<file path="src/rtl/iter_divider.sv">
// Multicycle unsigned divider: one restoring shift-subtract step per clock.
// Divide by zero skips the iteration and reports all-ones quotient with the dividend as remainder.
module iter_divider #(
  parameter int WIDTH = 8
) (
  input  logic             clk,
  input  logic             reset,
  input  logic             start,
  input  logic [WIDTH-1:0] dividend,
  input  logic [WIDTH-1:0] divisor,
  output logic             busy,
  output logic             done,
  output logic [WIDTH-1:0] quotient,
  output logic [WIDTH-1:0] remainder,
  output logic             div_by_zero
);

  localparam int CW = $clog2(WIDTH);

  localparam logic [1:0] S_IDLE = 2'd0;
  localparam logic [1:0] S_RUN  = 2'd1;
  localparam logic [1:0] S_DONE = 2'd2;

  logic [1:0]       r_state;
  logic [WIDTH-1:0] r_rem;
  logic [WIDTH-1:0] r_q;
  logic [WIDTH-1:0] r_d;
  logic [CW-1:0]    r_count;
  logic [WIDTH-1:0] r_quotient;
  logic [WIDTH-1:0] r_remainder;
  logic             r_done;
  logic             r_dbz;

  logic [WIDTH:0]   w_shift;
  logic             w_ge;
  logic [WIDTH-1:0] w_diff;
  logic [WIDTH-1:0] w_rem_next;
  logic [WIDTH-1:0] w_q_next;

  // The partial remainder stays below the divisor, so its top bit is never needed;
  // the difference is only used when it is non-negative, so WIDTH bits suffice.
  assign w_shift    = {r_rem, r_q[WIDTH-1]};
  assign w_ge       = (w_shift >= {1'b0, r_d});
  assign w_diff     = w_shift[WIDTH-1:0] - r_d;
  assign w_rem_next = w_ge ? w_diff : w_shift[WIDTH-1:0];
  assign w_q_next   = {r_q[WIDTH-2:0], w_ge};

  always_ff @(posedge clk or negedge reset) begin
    if (!reset) begin
      r_state     <= S_IDLE;
      r_rem       <= '0;
      r_q         <= '0;
      r_d         <= '0;
      r_count     <= '0;
      r_quotient  <= '0;
      r_remainder <= '0;
      r_done      <= 1'b0;
      r_dbz       <= 1'b0;
    end else begin
      r_done <= 1'b0;
      case (r_state)
        S_IDLE: begin
          if (start) begin
            r_rem   <= '0;
            r_q     <= dividend;
            r_d     <= divisor;
            r_count <= CW'(WIDTH - 1);
            r_dbz   <= 1'b0;
            r_state <= (divisor == '0) ? S_DONE : S_RUN;
          end
        end
        S_RUN: begin
          r_rem   <= w_rem_next;
          r_q     <= w_q_next;
          r_count <= r_count - CW'(1);
          if (r_count == '0) begin
            r_state     <= S_DONE;
            r_quotient  <= w_q_next;
            r_remainder <= w_rem_next;
            r_done      <= 1'b1;
          end
        end
        S_DONE: begin
          r_state <= S_IDLE;
          // Zero divisor: results are published on the way out of DONE.
          if (r_d == '0) begin
            r_quotient  <= '1;
            r_remainder <= r_q;
            r_dbz       <= 1'b1;
            r_done      <= 1'b1;
          end
        end
        default: r_state <= S_IDLE;
      endcase
    end
  end

  assign busy        = (r_state != S_IDLE);
  assign done        = r_done;
  assign quotient    = r_quotient;
  assign remainder   = r_remainder;
  assign div_by_zero = r_dbz;

endmodule

</file>
<file path="config.mk">
export PLATFORM = sky130hd
export DESIGN_NAME = iter_divider
export DESIGN_NICKNAME = d
export VERILOG_FILES = /design/src/rtl/iter_divider.sv
export SDC_FILE = /design/constraint.sdc
export NUM_CORES = 1
export LEC_CHECK = 0
export ABC_AREA = 1
export CORE_UTILIZATION = 45
export DETAILED_ROUTE_END_ITERATION = 10
export PLACE_DENSITY = 0.8
export SKIP_LAST_GASP = 1
export SLEW_MARGIN = 20
export SYNTH_ARGS = -nofsm -noshare
export SYNTH_HDL_FRONTEND = slang
export SYNTH_SLANG_ARGS = --single-unit
export TNS_END_PERCENT = 30
</file>
<file path="constraint.sdc">
create_clock -name clk -period 3 [get_ports clk]
set_clock_uncertainty 0.1 [all_clocks]
set_input_delay 0.6 -clock clk [delete_from_list [all_inputs] [get_ports clk]]
set_output_delay 0.6 -clock clk [all_outputs]
set_load 0.01 [all_outputs]
</file>
Yosys cells after proc, flatten, opt, wreduce, memory -nomap -nowiden --
Cells that the tools add are included.
Word-level totals: logic and storage cells 53, input bits 19, flip-flop bits (word level) 47, output and inout bits 19
Cells by class: multiplexer cells 23, magnitude comparators 1, add/sub/neg operators 2, reductions and logical operators 13, equal/unequal tests 5
Operator list (count):
- 8-bit one-hot mux with 2 select lines | 4
- 8-bit two-way mux | 7
- 8-bit logical NOT | 2
- 9-bit by 8-bit greater-or-equal comparator with 1-bit output | 1
- 2-bit nonzero test | 4
- 8-bit subtractor | 1
- 2-bit two-way mux | 3
- 2-bit inequality test (second input constant) | 3
- 3-bit one-hot mux with 2 select lines | 1
- 2-bit AND reduction | 3
- 3-bit AND reduction | 2
- 1-bit two-way mux | 4
- 1-bit one-hot mux with 2 select lines | 2
- 2-bit one-hot mux with 2 select lines | 1
- 3-bit logical NOT | 1
- 3-bit two-way mux | 1
- 3-bit by 1-bit subtractor with 3-bit output (second input constant) | 1
- 2-bit by 1-bit equality test with 1-bit output (second input constant) | 1
- 2-bit equality test (second input constant) | 1
- 2-bit logical NOT | 1

Depth between registers and ports, before layout --
Gate-level depths: netlist of run 1.
depth after elaboration 4, gate-level depth with buffers 14, depth with buffers taken out 14

Least setup slack after synthesis of run 1 --
OpenSTA, ideal clock, no wires.
kind register to register, start point register r_q[7], end point register r_remainder[6] (netlist: remainder[6]), setup time 117 ps, path slack 1231 ps, stages on the path, launching flop included 15, data arrival time 1552 ps, required time 2783 ps, clock period less this slack 1769 ps, path buffers 0, cell sequence dfrtp_1 inv_1 ha_1 inv_1 fa_1 nand2_1 nand2_1 nand3_1 nand2_1 nand2_1 nand2_1 nand2_2 nand3_1 nand2_1 nand2_1
On the way: cells in the longest elaborated chain, start to end 4, elaborated cells between the ends (all ways) 5, those cells by class add/sub (1); order compare (1); mux (3)
RTL lines:
- start, declared | line 26 | logic [WIDTH-1:0] r_q;
- start signal, assigned | line 65 | r_q <= dividend;
- start signal, assigned | line 74 | r_q <= w_q_next;
- 8-bit subtractor or 9-bit by 8-bit greater-or-equal comparator with 1-bit output (tied branches) | line 44, 43
- 8-bit two-way mux (*) | line 45 | assign w_rem_next = w_ge ? w_diff : w_shift[WIDTH-1:0];
- 8-bit two-way mux (*) | line 76 | if (r_count == '0) begin
- 8-bit one-hot mux with 2 select lines (*) | line 61 | case (r_state)
- end signal, assigned | line 79 | r_remainder <= w_rem_next;
- end signal, assigned | line 88 | r_remainder <= r_q;
- end, declared | line 30 | logic [WIDTH-1:0] r_remainder;
Every way passes the cells marked *; elsewhere a longest branch is shown, timed or not. The select of a mux whose other input is x is not followed. A chain may end at the register's enable or synchronous reset.

Worst setup path after layout of run 1 --
start point register r_state[0], end point output busy
On the way: cells in the longest elaborated chain, start to end 1
RTL lines:
- start, declared | line 24 | logic [1:0] r_state;
- start signal, assigned | line 69 | r_state <= (divisor == '0) ? S_DONE : S_RUN;
- 2-bit nonzero test | line 98 | assign busy = (r_state != S_IDLE);
- end, declared | line 11 | output logic busy,
Every way passes these cells.

==> impl_metrics.tcl, run 1 <==
set metrics [dict create \
    status "complete, no violations" \
    r2r-end "quotient[2]$_DFFE_PN0P_" \
    drive_gt1_share_pct 10.1 \
    place.gp.congestion 0.873 \
    pwr-share-seq_pct 27.3 \
    drt_wl_total_mm 6.02 \
    finalPower_w 0.00367 \
    groute.usage.overall_pct 20.7 \
    final_nets 409 \
    setup_tns_ns 0 \
    drc 0 \
    required_ns 2.30 \
    ys_types 40 \
    crit_type "flop to output port" \
    hold_class "primary input to asynchronous set/reset pin" \
    via_per_inst 5.24 \
    crit_start "r_state[0]$_DFFE_PN0P_" \
    clock-root-buffer "clkbuf_8" \
    cts_buffer_depth 2 \
    power.share.switching_pct 47.9 \
    synth_warnings 0 \
    fmax_mhz 414 \
    synthTopCellsByArea "dfrtp_1 (43%), nand2_1 (14%), ha_1 (6.0%)" \
    antenna_found_initial 0 \
    setup_violations 0 \
    dieArea_um2 6330 \
    num_io_pins 38 \
    min_period_over_period_pct 80.4 \
    numCtsBuffers 5 \
    p_leak_nw 1.60 \
    cts_tree "done" \
    cp.arrival_ns 1.71 \
    area_growth_pct 19.7 \
    antenna_left 0 \
    p_int_w 0.00191 \
    final-hold-violation-count 0 \
    path_clk_slew_ns 0.09 \
    cts_hold_buf 0 \
    clock_latency_ns 0.30 \
    synth_top_area_share_pct 43.5 \
    first_pass_iters 4 \
    fin_crit_ns 2.41 \
    p_per_area_nw_per_um2 1130 \
    dp_hpwl_mm 4.52 \
    end_kind "output port" \
    rsz0062_at_grt "false" \
    synthArstFlopShare_pct 100 \
    yosysSeqAreaShare_pct 43.5 \
    core_um2 5640 \
    cts_setup_buffers 0 \
    power.switching_w 0.00176 \
    placed_cells_incl_taps 441 \
    comb_power_share_pct 61.5 \
    finish.utilization_pct 57.4 \
    port_buffers 37 \
    report.final.slew_viol_count 0 \
    cp-start-kind "flop" \
    die_w_um 79.5 \
    synth_seq_cells 47 \
    synth_top_area_cell "dfrtp_1" \
    grt-ovfl-total 0 \
    layout.cells.non_filler 449 \
    die_h_um 79.5 \
    routedWlPerCell_um 13.4 \
    grt_max_degree 48 \
    rows 27 \
    cp_max_fo 6 \
    syn_nets 370 \
    tightest_slew_ns 0.661 \
    synth_most_common_cell "nand2_1" \
    netlist_area_um2 2710 \
    synth_flop_cell "dfrtp_1" \
    syn_inst 337 \
    p_clk_share_pct 11.2 \
    relSlewSlack_pct 56.0 \
    clock-sinks 47 \
    grt_pass1_vias 2240 \
    start_util_pct 47.9 \
    grt_pass1_wl_mm 10.1 \
    cts_max_level 2 \
    avgSynthCellArea_um2 8.03 \
    drt-initial-drc-count 182 \
    yosys-top-cells-count "nand2_1 (101), dfrtp_1 (47), inv_1 (35)" \
    vias 2353 \
    r2r-start "r_state[0]$_DFFE_PN0P_" \
    cap_violations 0 \
    cts_resized 0 \
    r2r_slack_ns 0.62 \
    rr_worst_depth 7 \
    antenna_cells 0 \
    ir_drop_v 0.000644 \
    synth_edf_count 0 \
]
==> cell type report <==
class                           count  area (um^2)
Multi-Input combinational cell    244         1340
Inverter                           40          153
Sequential cell                    47         1180
Fill cell                         507         2400
Tap cell                           72         90.1
Timing Repair Buffer               38          375
Clock buffer                        7         96.3
Clock inverter                      1         7.51
==> state kept, by name, indices dropped and copies added, names as in the netlist <==
name / count
r_q: 8
div_by_zero: 1
remainder: 8
quotient: 8
r_d: 8
r_rem: 8
r_state: 2
r_count: 3
done: 1
==> per-stage QoR <==
stage | hold slack, ns | area (um^2) | setup WS, ns
after CTS | 0.371 | 3240 | 0.598
after detailed placement | 0.359 | 3130 | 0.694
after global routing | 0.249 | 3240 | 0.450
after global placement | 0.355 | 3130 | 0.864
after floorplan | 0.204 | 2710 | 1.23
final | 0.196 | 3240 | 0.587
==> power groups by stage <==
| stage | logic [W] | registers (W) | clock network, W |
|---|---|---|---|
| final | 0.00226 | 0.00100 | 0.000413 |
| after global routing | 0.00253 | 0.00102 | 0.000446 |
| after CTS | 0.00225 | 0.000999 | 0.000418 |
| after detailed placement | 0.00224 | 0.00101 | 0 |
| after global placement | 0.00217 | 0.00101 | 0 |
| after floorplan | 0.00167 | 0.00101 | 0 |
==> cell usage in the layout (no fill, tap or decap), types with 4 or more instances in the layout <==
cell,count
nand2_1,101
nand2_2,8
clkbuf_8,7
o21ai_0,18
a21oi_1,18
nand3_1,26
o211ai_1,7
inv_1,35
nor2_1,22
ha_1,13
clkdlybuf4s50_1,36
dfrtp_1,47
inv_2,4
==> per-layer routing <==
layer | GRT usage [%] | wire length, um
met5 | 0 | 0
met1 | 27.9 | 2850
met2 | 32.7 | 2830
met3 | 4.46 | 273
met4 | 7.09 | 72
==> worst max path at each step <==
stage                                    end  cells after the start  slack [ns]
global route         quotient[2]$_DFFE_PN0P_                      7        0.45
detailed placement   quotient[0]$_DFFE_PN0P_                      7        0.69
CTS                                     busy                      4        0.60
floorplan           remainder[6]$_DFFE_PN0P_                     14        1.23
global placement     quotient[0]$_DFFE_PN0P_                      7        0.86
finish                                  busy                      4        0.59
==> critical path: stages, from the launching register on <==
cell and delay, ns:
dfrtp_1 0.40, inv_1 0.10, ha_1 0.33, inv_1 0.10, clkdlybuf4s50_1 0.49
==> logic make-up (layout without fill, tap and decap cells) <==
| logic type | count (synthesis) | count (layout) | synth area share [%] |
|---|---|---|---|
| fa+ha+maj | 14 | 14 | 6.75 |
| flops | 47 | 47 | 43.5 |
| compound gates | 53 | 53 | 11.5 |
| buf+inv | 46 | 86 | 6.98 |
| simple gates | 173 | 173 | 30.0 |
| xor+xnor | 4 | 4 | 1.30 |
No activity file was read; power rests on OpenSTA's default activity.
==> run 2, diff against run 1 <==
PLACE_DENSITY = 0.82   (was 0.8)
clock period = 2.1 ns   (was 3 ns; I/O delays follow)
==> run 2 against run 1 <==
Effect of this change:
- die area is the same
- largest cell class unchanged
- first-iteration DRC count grew 25%
- clock-buffer cell count shrank 2
- sequential cell count is the same
- clock power grew 98%
- non-clock buffer count grew 9
- via count grew 1.7%
- core utilization grew 2.1 points
==> impl_metrics.tcl, run 2 (synthesized netlist as in run 1, its figures left out) <==
set metrics [dict create \
    status "complete, no violations" \
    layout.cells.non_filler 458 \
    antenna_found_initial 0 \
    start_util_pct 47.9 \
    required_ns 2.20 \
    core_um2 5640 \
    r2r_slack_ns 0.09 \
    drt-initial-drc-count 228 \
    grt-ovfl-total 0 \
    end_kind "flop" \
    final_cell_mix "nand2_1 (101), dfrtp_1 (47), clkdlybuf4s50_1 (35)" \
    dp_hpwl_mm 4.63 \
    cts_tree "done" \
    num_io_pins 38 \
    rr_worst_depth 14 \
    p_leak_nw 1.67 \
    cp-start-kind "flop" \
    cap_violations 0 \
    clock-root-buffer "clkbuf_8" \
    place.gp.congestion 0.882 \
    numCtsBuffers 5 \
    first_pass_iters 5 \
    grt_pass1_vias 2179 \
    final_nets 418 \
    relSlewSlack_pct 57.4 \
    vias 2394 \
    cts_hold_buf 0 \
    rsz0062_at_grt "false" \
    fin_crit_ns 2.01 \
    r2r-end "remainder[6]$_DFFE_PN0P_" \
    via_per_inst 5.23 \
    area_growth_pct 24.0 \
    cts_max_level 2 \
    final_common_cell "nand2_1" \
    cp.arrival_ns 2.11 \
    cts_buffer_depth 2 \
    drt_wl_total_mm 6.11 \
    nFillCells 479 \
    groute.usage.overall_pct 20.9 \
    clock-sinks 47 \
    ir_drop_v 0.000931 \
    r2r-start "r_q[7]$_DFFE_PN0P_" \
    rows 27 \
    placed_cells_incl_taps 448 \
    drc 0 \
    clock_latency_ns 0.31 \
    path_clk_slew_ns 0.10 \
    port_buffers 37 \
    tightest_slew_ns 0.639 \
    setup_tns_ns 0 \
    dieArea_um2 6330 \
    p_per_area_nw_per_um2 1660 \
    setup_violations 0 \
    final-hold-violation-count 0 \
    report.final.slew_viol_count 0 \
    routedWlPerCell_um 13.3 \
    drive_gt1_share_pct 12.7 \
    crit_type "flop to flop" \
    antenna_left 0 \
    grt_max_degree 30 \
    min_period_over_period_pct 95.5 \
    antenna_cells 0 \
    cp_max_fo 3 \
    grt_pass1_wl_mm 10.3 \
    hold_class "primary input to asynchronous set/reset pin" \
    die_h_um 79.5 \
    die_w_um 79.5 \
    fmax_mhz 499 \
]
==> run 2: layout make-up <==
class / count / area, um^2 / area share, %
Multi-Input combinational cell: 244 / 1350 / 40.3
Sequential cell: 47 / 1180 / 35.1
Timing Repair Buffer: 47 / 443 / 13.2
Inverter: 40 / 153 / 4.55
Tap cell: 72 / 90.1 / 2.69
Clock inverter: 3 / 71.3 / 2.13
Clock buffer: 5 / 68.8 / 2.05
==> run 2: per-layer routing <==
metal	wire length, um	part of all wire, %	track usage, %
met5	0	0	0
met2	2870	47	32.9
met3	347	5.7	3.54
met1	2840	46	30.2
met4	48	0.79	4.36
==> run 2: metrics by stage <==
stage	worst slack, ns	hold slack, ns	cell area, um^2	util, %	total power, W
5_1_grt	0.000317	0.0604	3350	59.5	0.00606
2_1_floorplan	0.331	0.0244	2710	-	0.00384
6_report	0.0941	0.0262	3350	59.5	0.00558
4_1_cts	0.000446	0.0430	3340	59.3	0.00557
3_3_place_gp	0.153	0.353	3180	56.4	0.00461
3_5_place_dp	0.118	0.363	3180	56.4	0.00470
==> run 2: critical path: stages, from the launching register on <==
cell and delay, ns:
dfrtp_1 0.40, inv_1 0.11, ha_1 0.16, inv_1 0.06, fa_1 0.39, nand2_1 0.07, nand2_1 0.06, nand3_1 0.10
nand2_1 0.06, nand2_1 0.06, nand2_1 0.06, nand2_2 0.07, nand3_1 0.07, nand2_1 0.07, nand2_1 0.04
==> run 2: what timing repair did <==
action,in CTS,in global routing
setup endpoints to repair,1,1
resized for setup,2,2
gates cloned,0,0
buffers inserted,1,1
==> run 2: worst max path at each step <==
stage	startpoint	endpoint	slack, ns	cells after the start
6_report	r_q[7]$_DFFE_PN0P_	remainder[6]$_DFFE_PN0P_	0.09	14
5_1_grt	r_q[7]$_DFFE_PN0P_	remainder[6]$_DFFE_PN0P_	0.0003	14
4_1_cts	r_state[0]$_DFFE_PN0P_	busy	0.0004	4
3_5_place_dp	r_q[7]$_DFFE_PN0P_	remainder[6]$_DFFE_PN0P_	0.12	14
3_3_place_gp	r_q[7]$_DFFE_PN0P_	remainder[6]$_DFFE_PN0P_	0.15	14
2_1_floorplan	r_q[7]$_DFFE_PN0P_	remainder[6]$_DFFE_PN0P_	0.33	14
==> run 2: power by group <==
part           internal, W  switching (W)  leakage, nW  total [W]
registers          0.00125       0.000188        0.563    0.00144
clock network     0.000483       0.000334       0.0703   0.000817
logic              0.00127        0.00205         1.04    0.00333
total              0.00300        0.00258         1.67    0.00558
